--- config.mk ---
export PLATFORM = sky130hd
export DESIGN_NAME = cpu_run_controller_flat
export DESIGN_NICKNAME = d
export VERILOG_FILES = /design/src/rtl/cpu_run_controller_pkg.sv /design/src/rtl/cpu_run_controller_if.sv /design/src/rtl/cpu_run_controller_edge.sv /design/src/rtl/cpu_run_controller.sv /design/src/flat_wrapper.sv
export SDC_FILE = /design/constraint.sdc
export NUM_CORES = 1
export LEC_CHECK = 0
export CORE_ASPECT_RATIO = 1.25
export CORE_UTILIZATION = 40
export DETAILED_ROUTE_END_ITERATION = 7
export SKIP_LAST_GASP = 1
export SLEW_MARGIN = 20
export SYNTH_ARGS = -nofsm -noshare
export SYNTH_HDL_FRONTEND = slang
export SYNTH_SLANG_ARGS = --single-unit
--- constraint.sdc ---
create_clock -name i_CLK -period 5.6 [get_ports i_CLK]
set_input_delay 0.56 -clock i_CLK [delete_from_list [all_inputs] [get_ports i_CLK]]
set_output_delay 0.56 -clock i_CLK [all_outputs]
set_load 0.02 [all_outputs]
--- src/rtl/cpu_run_controller_pkg.sv ---
// Shared types and defaults for the CPU run controller.
// State encoding is visible on o_State for the front-panel display.
package cpu_run_controller_pkg;

  localparam int STATE_W = 3;
  localparam int CNT_W   = 8;
  localparam int PRESC_W = 24;

  localparam int DEF_RUN_DIV    = 500000;
  localparam int DEF_RST_CYCLES = 16;
  localparam int DEF_PC_W       = 8;

  typedef enum logic [STATE_W-1:0] {
    ST_RST_HOLD = 3'd0,
    ST_PAUSED   = 3'd1,
    ST_STEP     = 3'd2,
    ST_RUN      = 3'd3,
    ST_HALTED   = 3'd4
  } run_state_t;

endpackage

--- src/rtl/cpu_run_controller_if.sv ---
// Core-facing bundle: clock-enable/reset out, PC/halt back.
// master = run controller, slave = CPU core.
interface cpu_run_controller_if #(
  parameter int PC_W = 8
);
  logic [PC_W-1:0] i_PC;
  logic            i_Halt;
  logic            o_CPU_CE;
  logic            o_CPU_RST;

  modport master (
    input  i_PC,
    input  i_Halt,
    output o_CPU_CE,
    output o_CPU_RST
  );

  modport slave (
    output i_PC,
    output i_Halt,
    input  o_CPU_CE,
    input  o_CPU_RST
  );
endinterface

--- src/rtl/cpu_run_controller_edge.sv ---
// Registered rising-edge detector for a debounced button level.
// One request per press, however long the level is held.
module rise_edge_detect (
  input  logic clk,
  input  logic rst_n,
  input  logic level,
  output logic rise
);

  logic prev;

  always_ff @(posedge clk) begin
    if (!rst_n) prev <= 1'b0;
    else        prev <= level;
  end

  assign rise = level & ~prev;

endmodule

--- src/rtl/cpu_run_controller.sv ---
// Run/step/halt/breakpoint sequencer producing the CPU clock-enable.
// Prescaler and FSM live here; button edges come from rise_edge_detect.
module cpu_run_controller
  import cpu_run_controller_pkg::*;
#(
  parameter int RUN_DIV    = DEF_RUN_DIV,
  parameter int RST_CYCLES = DEF_RST_CYCLES,
  parameter int PC_W       = DEF_PC_W
) (
  input  logic               i_CLK,
  input  logic               i_RESET_n,
  input  logic               i_Step,
  input  logic               i_Run,
  input  logic               i_CPU_Reset,
  input  logic               i_BP_En,
  input  logic [PC_W-1:0]    i_BP_Addr,
  cpu_run_controller_if.master core,
  output logic [STATE_W-1:0] o_State,
  output logic               o_BP_Hit,
  output logic [15:0]        o_InstrCount
);

  localparam logic [PRESC_W-1:0] LAST =
    PRESC_W'(RUN_DIV - 1);
  localparam logic [CNT_W-1:0] RST_LOAD =
    CNT_W'(RST_CYCLES);

  logic step_req;
  logic run_req;
  logic rst_req;

  rise_edge_detect u_step (
    .clk   (i_CLK),
    .rst_n (i_RESET_n),
    .level (i_Step),
    .rise  (step_req)
  );

  rise_edge_detect u_run (
    .clk   (i_CLK),
    .rst_n (i_RESET_n),
    .level (i_Run),
    .rise  (run_req)
  );

  rise_edge_detect u_rst (
    .clk   (i_CLK),
    .rst_n (i_RESET_n),
    .level (i_CPU_Reset),
    .rise  (rst_req)
  );

  run_state_t        state, state_nxt;
  logic [CNT_W-1:0]  cnt, cnt_nxt;
  logic [PRESC_W-1:0] presc, presc_nxt;
  logic              ce, ce_nxt;
  logic              rst, rst_nxt;
  logic              bp_hit, bp_nxt;
  logic              skip, skip_nxt;
  logic [15:0]       instr, instr_nxt;
  logic              bp_match;

  assign bp_match = i_BP_En && (core.i_PC == i_BP_Addr);

  always_ff @(posedge i_CLK) begin
    if (!i_RESET_n) begin
      state  <= ST_RST_HOLD;
      cnt    <= RST_LOAD;
      presc  <= '0;
      ce     <= 1'b0;
      rst    <= 1'b1;
      bp_hit <= 1'b0;
      skip   <= 1'b0;
      instr  <= '0;
    end else begin
      state  <= state_nxt;
      cnt    <= cnt_nxt;
      presc  <= presc_nxt;
      ce     <= ce_nxt;
      rst    <= rst_nxt;
      bp_hit <= bp_nxt;
      skip   <= skip_nxt;
      instr  <= instr_nxt;
    end
  end

  always_comb begin
    state_nxt = state;
    cnt_nxt   = cnt;
    presc_nxt = presc;
    ce_nxt    = 1'b0;
    rst_nxt   = 1'b0;
    bp_nxt    = bp_hit;
    skip_nxt  = skip;
    instr_nxt = instr;
    if (ce && instr != 16'hFFFF)
      instr_nxt = instr + 16'd1;
    if (step_req || run_req)
      bp_nxt = 1'b0;
    if (rst_req) begin
      state_nxt = ST_RST_HOLD;
      cnt_nxt   = RST_LOAD;
      rst_nxt   = 1'b1;
      bp_nxt    = 1'b0;
      instr_nxt = '0;
    end else begin
      unique case (state)
        ST_RST_HOLD: begin
          if (cnt <= 8'd1) begin
            state_nxt = ST_PAUSED;
          end else begin
            cnt_nxt = cnt - 8'd1;
            rst_nxt = 1'b1;
          end
        end
        ST_PAUSED: begin
          // skip arms a free pass past the breakpoint for the next CE
          if (run_req) begin
            state_nxt = ST_RUN;
            presc_nxt = '0;
            skip_nxt  = 1'b1;
          end else if (step_req) begin
            state_nxt = ST_STEP;
            skip_nxt  = 1'b1;
          end
        end
        ST_STEP: begin
          state_nxt = ST_PAUSED;
          if (core.i_Halt) begin
            state_nxt = ST_HALTED;
          end else if (bp_match && !skip) begin
            bp_nxt = 1'b1;
          end else begin
            ce_nxt   = 1'b1;
            skip_nxt = 1'b0;
          end
        end
        ST_RUN: begin
          if (run_req) begin
            state_nxt = ST_PAUSED;
          end else if (core.i_Halt) begin
            state_nxt = ST_HALTED;
          end else if (presc == LAST) begin
            presc_nxt = '0;
            if (bp_match && !skip) begin
              state_nxt = ST_PAUSED;
              bp_nxt    = 1'b1;
            end else begin
              ce_nxt   = 1'b1;
              skip_nxt = 1'b0;
            end
          end else begin
            presc_nxt = presc + 1'b1;
          end
        end
        ST_HALTED: begin
          state_nxt = ST_HALTED;
        end
        default: begin
          state_nxt = ST_RST_HOLD;
          cnt_nxt   = RST_LOAD;
          rst_nxt   = 1'b1;
        end
      endcase
    end
  end

  assign core.o_CPU_CE  = ce;
  assign core.o_CPU_RST = rst;
  assign o_State        = state;
  assign o_BP_Hit       = bp_hit;
  assign o_InstrCount   = instr;

endmodule

--- src/flat_wrapper.sv ---
// flat-port wrapper written by rule: the top's interface ports become plain ports
module cpu_run_controller_flat import cpu_run_controller_pkg::*;
#(
  parameter int RUN_DIV    = DEF_RUN_DIV,
  parameter int RST_CYCLES = DEF_RST_CYCLES,
  parameter int PC_W       = DEF_PC_W
)
  (i_CLK, i_RESET_n, i_Step, i_Run, i_CPU_Reset, i_BP_En, i_BP_Addr, o_State, o_BP_Hit, o_InstrCount, core_i_PC, core_i_Halt, core_o_CPU_CE, core_o_CPU_RST);
  cpu_run_controller_if #(.PC_W(PC_W)) core_i ();
  input  logic i_CLK;
  input  logic i_RESET_n;
  input  logic i_Step;
  input  logic i_Run;
  input  logic i_CPU_Reset;
  input  logic i_BP_En;
  input  logic [PC_W-1:0] i_BP_Addr;
  output logic [STATE_W-1:0] o_State;
  output logic o_BP_Hit;
  output logic [15:0] o_InstrCount;
  input wire logic [$bits(core_i.i_PC)-1:0] core_i_PC;
  input wire logic [$bits(core_i.i_Halt)-1:0] core_i_Halt;
  output wire logic [$bits(core_i.o_CPU_CE)-1:0] core_o_CPU_CE;
  output wire logic [$bits(core_i.o_CPU_RST)-1:0] core_o_CPU_RST;
  assign core_i.i_PC = core_i_PC;
  assign core_i.i_Halt = core_i_Halt;
  assign core_o_CPU_CE = core_i.o_CPU_CE;
  assign core_o_CPU_RST = core_i.o_CPU_RST;
  cpu_run_controller #(.RUN_DIV(RUN_DIV), .RST_CYCLES(RST_CYCLES), .PC_W(PC_W)) u_core (.i_CLK(i_CLK), .i_RESET_n(i_RESET_n), .i_Step(i_Step), .i_Run(i_Run), .i_CPU_Reset(i_CPU_Reset), .i_BP_En(i_BP_En), .i_BP_Addr(i_BP_Addr), .core(core_i), .o_State(o_State), .o_BP_Hit(o_BP_Hit), .o_InstrCount(o_InstrCount));
endmodule
-- After elaboration in Yosys (flattened, before gate mapping)
Cells that the tools add are included.
- logic and storage cells: 94
- input port bits: 23
- register bits: 58
- output and inout bits: 22
- add/sub/neg operators: 3
- equality and inequality tests: 17
- magnitude comparators: 1
- reduce and logical (&&, ||, !) cells: 14
- muxes and demuxes: 39
- bitwise operators: 9
- operators with widths (kind ; number):
    $mux W24 ; 4
    $pmux W24 S2 ; 1
    $add A24 B1 Y24 const B ; 1
    $eq A24 B19 Y1 const B ; 1
    $mux W3 ; 8
    $mux W1 ; 19
    $add A16 B1 Y16 const B ; 1
    $ne A16 B16 Y1 const B ; 1
    $pmux W8 S2 ; 1
    $pmux W3 S5 ; 1
    $eq A8 B8 Y1 ; 1
    $le A8 B1 Y1 const B ; 1
    $mux W8 ; 1
    $ne A2 B2 Y1 const B ; 4
    $ne A4 B2 Y1 const B ; 2
    $sub A8 B1 Y8 const B ; 1
    $reduce_and A7 Y1 ; 1
    $eq A3 B2 Y1 const B ; 2
    $ne A2 B1 Y1 const B ; 3
    $not A1 Y1 ; 6
    $pmux W1 S2 ; 3
    $reduce_and A5 Y1 ; 1
    $reduce_and A4 Y1 ; 1
    $reduce_or A4 Y1 ; 1
    13 further kinds ; 17

-- Logic depth before layout (Yosys ltp)
- depth in word-level cells: 9
- mapped depth: 8
- gate-level depth less buffers: 7

-- Modules after synthesis
Synthesis repeated with hierarchy kept, for this count alone.
- cells, all modules: 339
- area total of the unflattened synthesis: 2966.6 um2
- modules (own cells, without submodules) (module ; area an instance (um2) ; cells each ; instances ; seq. area each (um2)):
    cpu_run_controller ; 2846.5 ; 330 ; 1 ; 1101.1
    rise_edge_detect ; 40.0 ; 3 ; 3 ; 20.0

-- Least setup slack after synthesis
OpenSTA, ideal clock, no wires.
- kind: in2reg
- start point: in i_RESET_n
- end point: reg u_core.presc[16]
- data required time: 5.526 ns
- arrival time: 1.855 ns
- slack: 3.671 ns
- path buffers: 2
- stages on the path: 6
- setup time: 0.074 ns
- cells stage by stage: clkbuf_1 -> nand3_1 -> nor3_2 -> buf_4 -> nand3_1 -> a31oi_1
- RTL lines (item ; line ; text):
    start: declaration ; flat_wrapper.sv:11 ; input logic i_RESET_n;
    end signal: assignment ; cpu_run_controller.sv:78 ; presc <= presc_nxt;
    end: declaration ; cpu_run_controller.sv:55 ; logic [PRESC_W-1:0] presc, presc_nxt;

==> metrics.txt <==
Antenna Diode Count=0; via count=2,892; Hold Crit Class=flop to flop; RSZ-0062 raised after global routing=false; Cells after Synth=383; final net count=451; post-synth top area share=36.8%; clock slew at reported path FFs=0.07 ns; final max-slew violation count=0; area leader, netlist=dfxtp_1; Critical Path AT=2.96 ns; Clock Latency Late Sink=0.34 ns; Worst R2R Path Depth=5; Post-synth top flop=dfxtp_1; leading post-synthesis cells by cell area=dfxtp_1 37%, nor2_1 5.6%, xnor2_1 4.7%; Synth Area per Inst=8.24 µm²; warning count from the yosys run=0; Setup Crit Path Kind=input pin to flop; Critical-path top delay cell=nor3_2; global-route usage over all layers=20.4%; Levels on crit path=5; setup bufs post-CTS=0; worst slew pin tran=0.981 ns; CP Max Fanout=15; synthesized net count=410; post-synthesis sequential area ratio=36.8%; CTS Sinks=58; Antenna Nets Post-Route=0; Sequential Area=1160 µm²; CTS Buf Count=9; GP Congestion=0.913; Yosys cell types=52; CTS tree=yes; Final period util=48.6%; via/cell ratio=5.55; # fillers=719; layout cells sized above 1=6.29%; drt total wl=7600 µm; Die W=81.5 µm; CTS max path bufs=2; Post-Syn Area=3160 µm²; DRC viols=0; Multi-input gate area=1890 µm²; Cell Rows=35; Final setup viols=0; drt wl/cell=14.6 µm; most numerous cell in the Yosys netlist=dfxtp_1; initial antenna violation count=0; critical path endpoint category=flop; Yosys reg bits=58; CP required=5.84 ns; fraction of registers with async set/reset=0%; Die Y-Extent=101 µm; H-Tree Depth=3; 1st-pass router iterations=4; initial DRC count=95; max-cap violations=0; Worst Hold Depth=1; Post-CTS Resized=0; Final TNS setup=0 ns; Area growth syn-to-layout=21.6%; number of global-route vias before repair=2,810; top cells by count, synth=58 x dfxtp_1, 47 x nor2_1, 29 x nand2_1, 26 x nand3_1, 20 x nand4_1; fmax=367 MHz; WP buf/inv=1; I/O pin count=45; worst-path cell chain=clkdlybuf4s50_1 -> nand3_1 -> nor3_2 -> nand2_1 -> o41ai_1; Slew headroom=33.9%; min cycle time layout=2.72 ns; EDFF count, synth=0; pin count of the biggest net entering global routing=22; PD cells=267 nW/µm²; final hold vios=0; Worst Hold Slack=0.483 ns; GRT overflow=0; Core Area=7490 µm²; area of the die=8250 µm²; dpl hpwl=5700 µm; leak pwr=0.00126 µW; first-pass GRT wire length=12,900 µm; Clock Skew=0.0111 ns; Starting Density=42.2%; Port Buffers=44; max incr delay on CP=0.84 ns; CP startpoint kind=input pin; hold buffers post-CTS=0; Max VDD drop=0.189 mV; CTS root buf=clkbuf_8; Largest delay share family, worst path=simple AND/OR/NAND/NOR gates; status=completed
cells by family (layout without fill, tap and decap cells):
logic type      after synthesis  after routing  share of synthesized area (%)
mux                           2              2                          0.634
buf+inv                      25             71                           3.77
compound gates               53             53                           11.4
simple gates                207            207                           36.4
flops                        58             58                           36.8
fa+ha+maj                     4              4                           1.59
xor+xnor                     34             34                           9.43
sequential cells by signal (all words and copies together), names as in the netlist:
signal,count
u_core.skip,1
u_core.u_rst.prev,1
u_core.o_InstrCount,16
u_core.presc,24
u_core.o_BP_Hit,1
u_core.u_run.prev,1
u_core.o_State,3
u_core.u_step.prev,1
u_core.core.o_CPU_CE,1
u_core.cnt,8
u_core.core.o_CPU_RST,1
metrics by stage:
| stage | area (µm²) | util [%] | power (µW) | setup slack, ns | instances |
|---|---|---|---|---|---|
| after floorplan | 3160 | - | 609 | 3.67 | 383 |
| after global placement | 3630 | 48.5 | 652 | 2.59 | 505 |
| after detailed placement | 3630 | 48.5 | 654 | 2.49 | 505 |
| after CTS | 3830 | 51.1 | 1050 | 2.84 | 521 |
| after global routing | 3840 | 51.3 | 1080 | 2.60 | 521 |
| final | 3840 | 51.3 | 1030 | 2.88 | 521 |
cell type report:
class                           instances  share of cell area [%]
Multi-Input combinational cell        300                    49.1
Clock buffer                           10                    3.32
Tap cell                               92                    3.00
Inverter                               11                    1.08
Timing Repair Buffer                   44                    11.5
Sequential cell                        58                    30.2
Clock inverter                          6                    1.76
cells in the final DEF (no fill, tap or decap), types with 4 or more instances in the layout:
cell and n:
a21oi_1 12, a31oi_1 19, and2_1 8, and3_1 11, and4_1 7, clkbuf_8 9
clkdlybuf4s50_1 44, dfxtp_1 58, ha_1 4, inv_1 10, nand2_1 29, nand2b_1 7
nand3_1 26, nand4_1 20, nand4b_1 5, nor2_1 47, nor2b_1 4, nor3_1 14
nor4_1 6, o21ai_0 4, or3_1 5, xnor2_1 17, xor2_1 17
where the power goes:
part | internal (µW) | switching, µW | total, µW
Sequential | 437 | 26.0 | 463
Combinational | 88.7 | 92.9 | 182
Clock | 206 | 176 | 382
worst paths after layout:
path | from | endpoint | slack (ns)
worst max register to register | u_core.o_State[1] | u_core.presc[20] | 3.23
worst max-delay path | i_RESET_n | u_core.presc[18] | 2.88
worst min register to register | u_core.presc[21] | u_core.presc[21] | 0.48
worst min-delay path | u_core.presc[21] | u_core.presc[21] | 0.48
layer usage:
metal | share of wire [%] | global-route usage (%) | vias up
li1 | - | - | 1487
met1 | 41 | 21.7 | 1345
met2 | 54 | 37.2 | 48
met3 | 3.0 | 5.05 | 12
met4 | 1.9 | 9.34 | 0
met5 | 0 | 0 | -
Note: power is estimated with default switching activity, not from simulation.
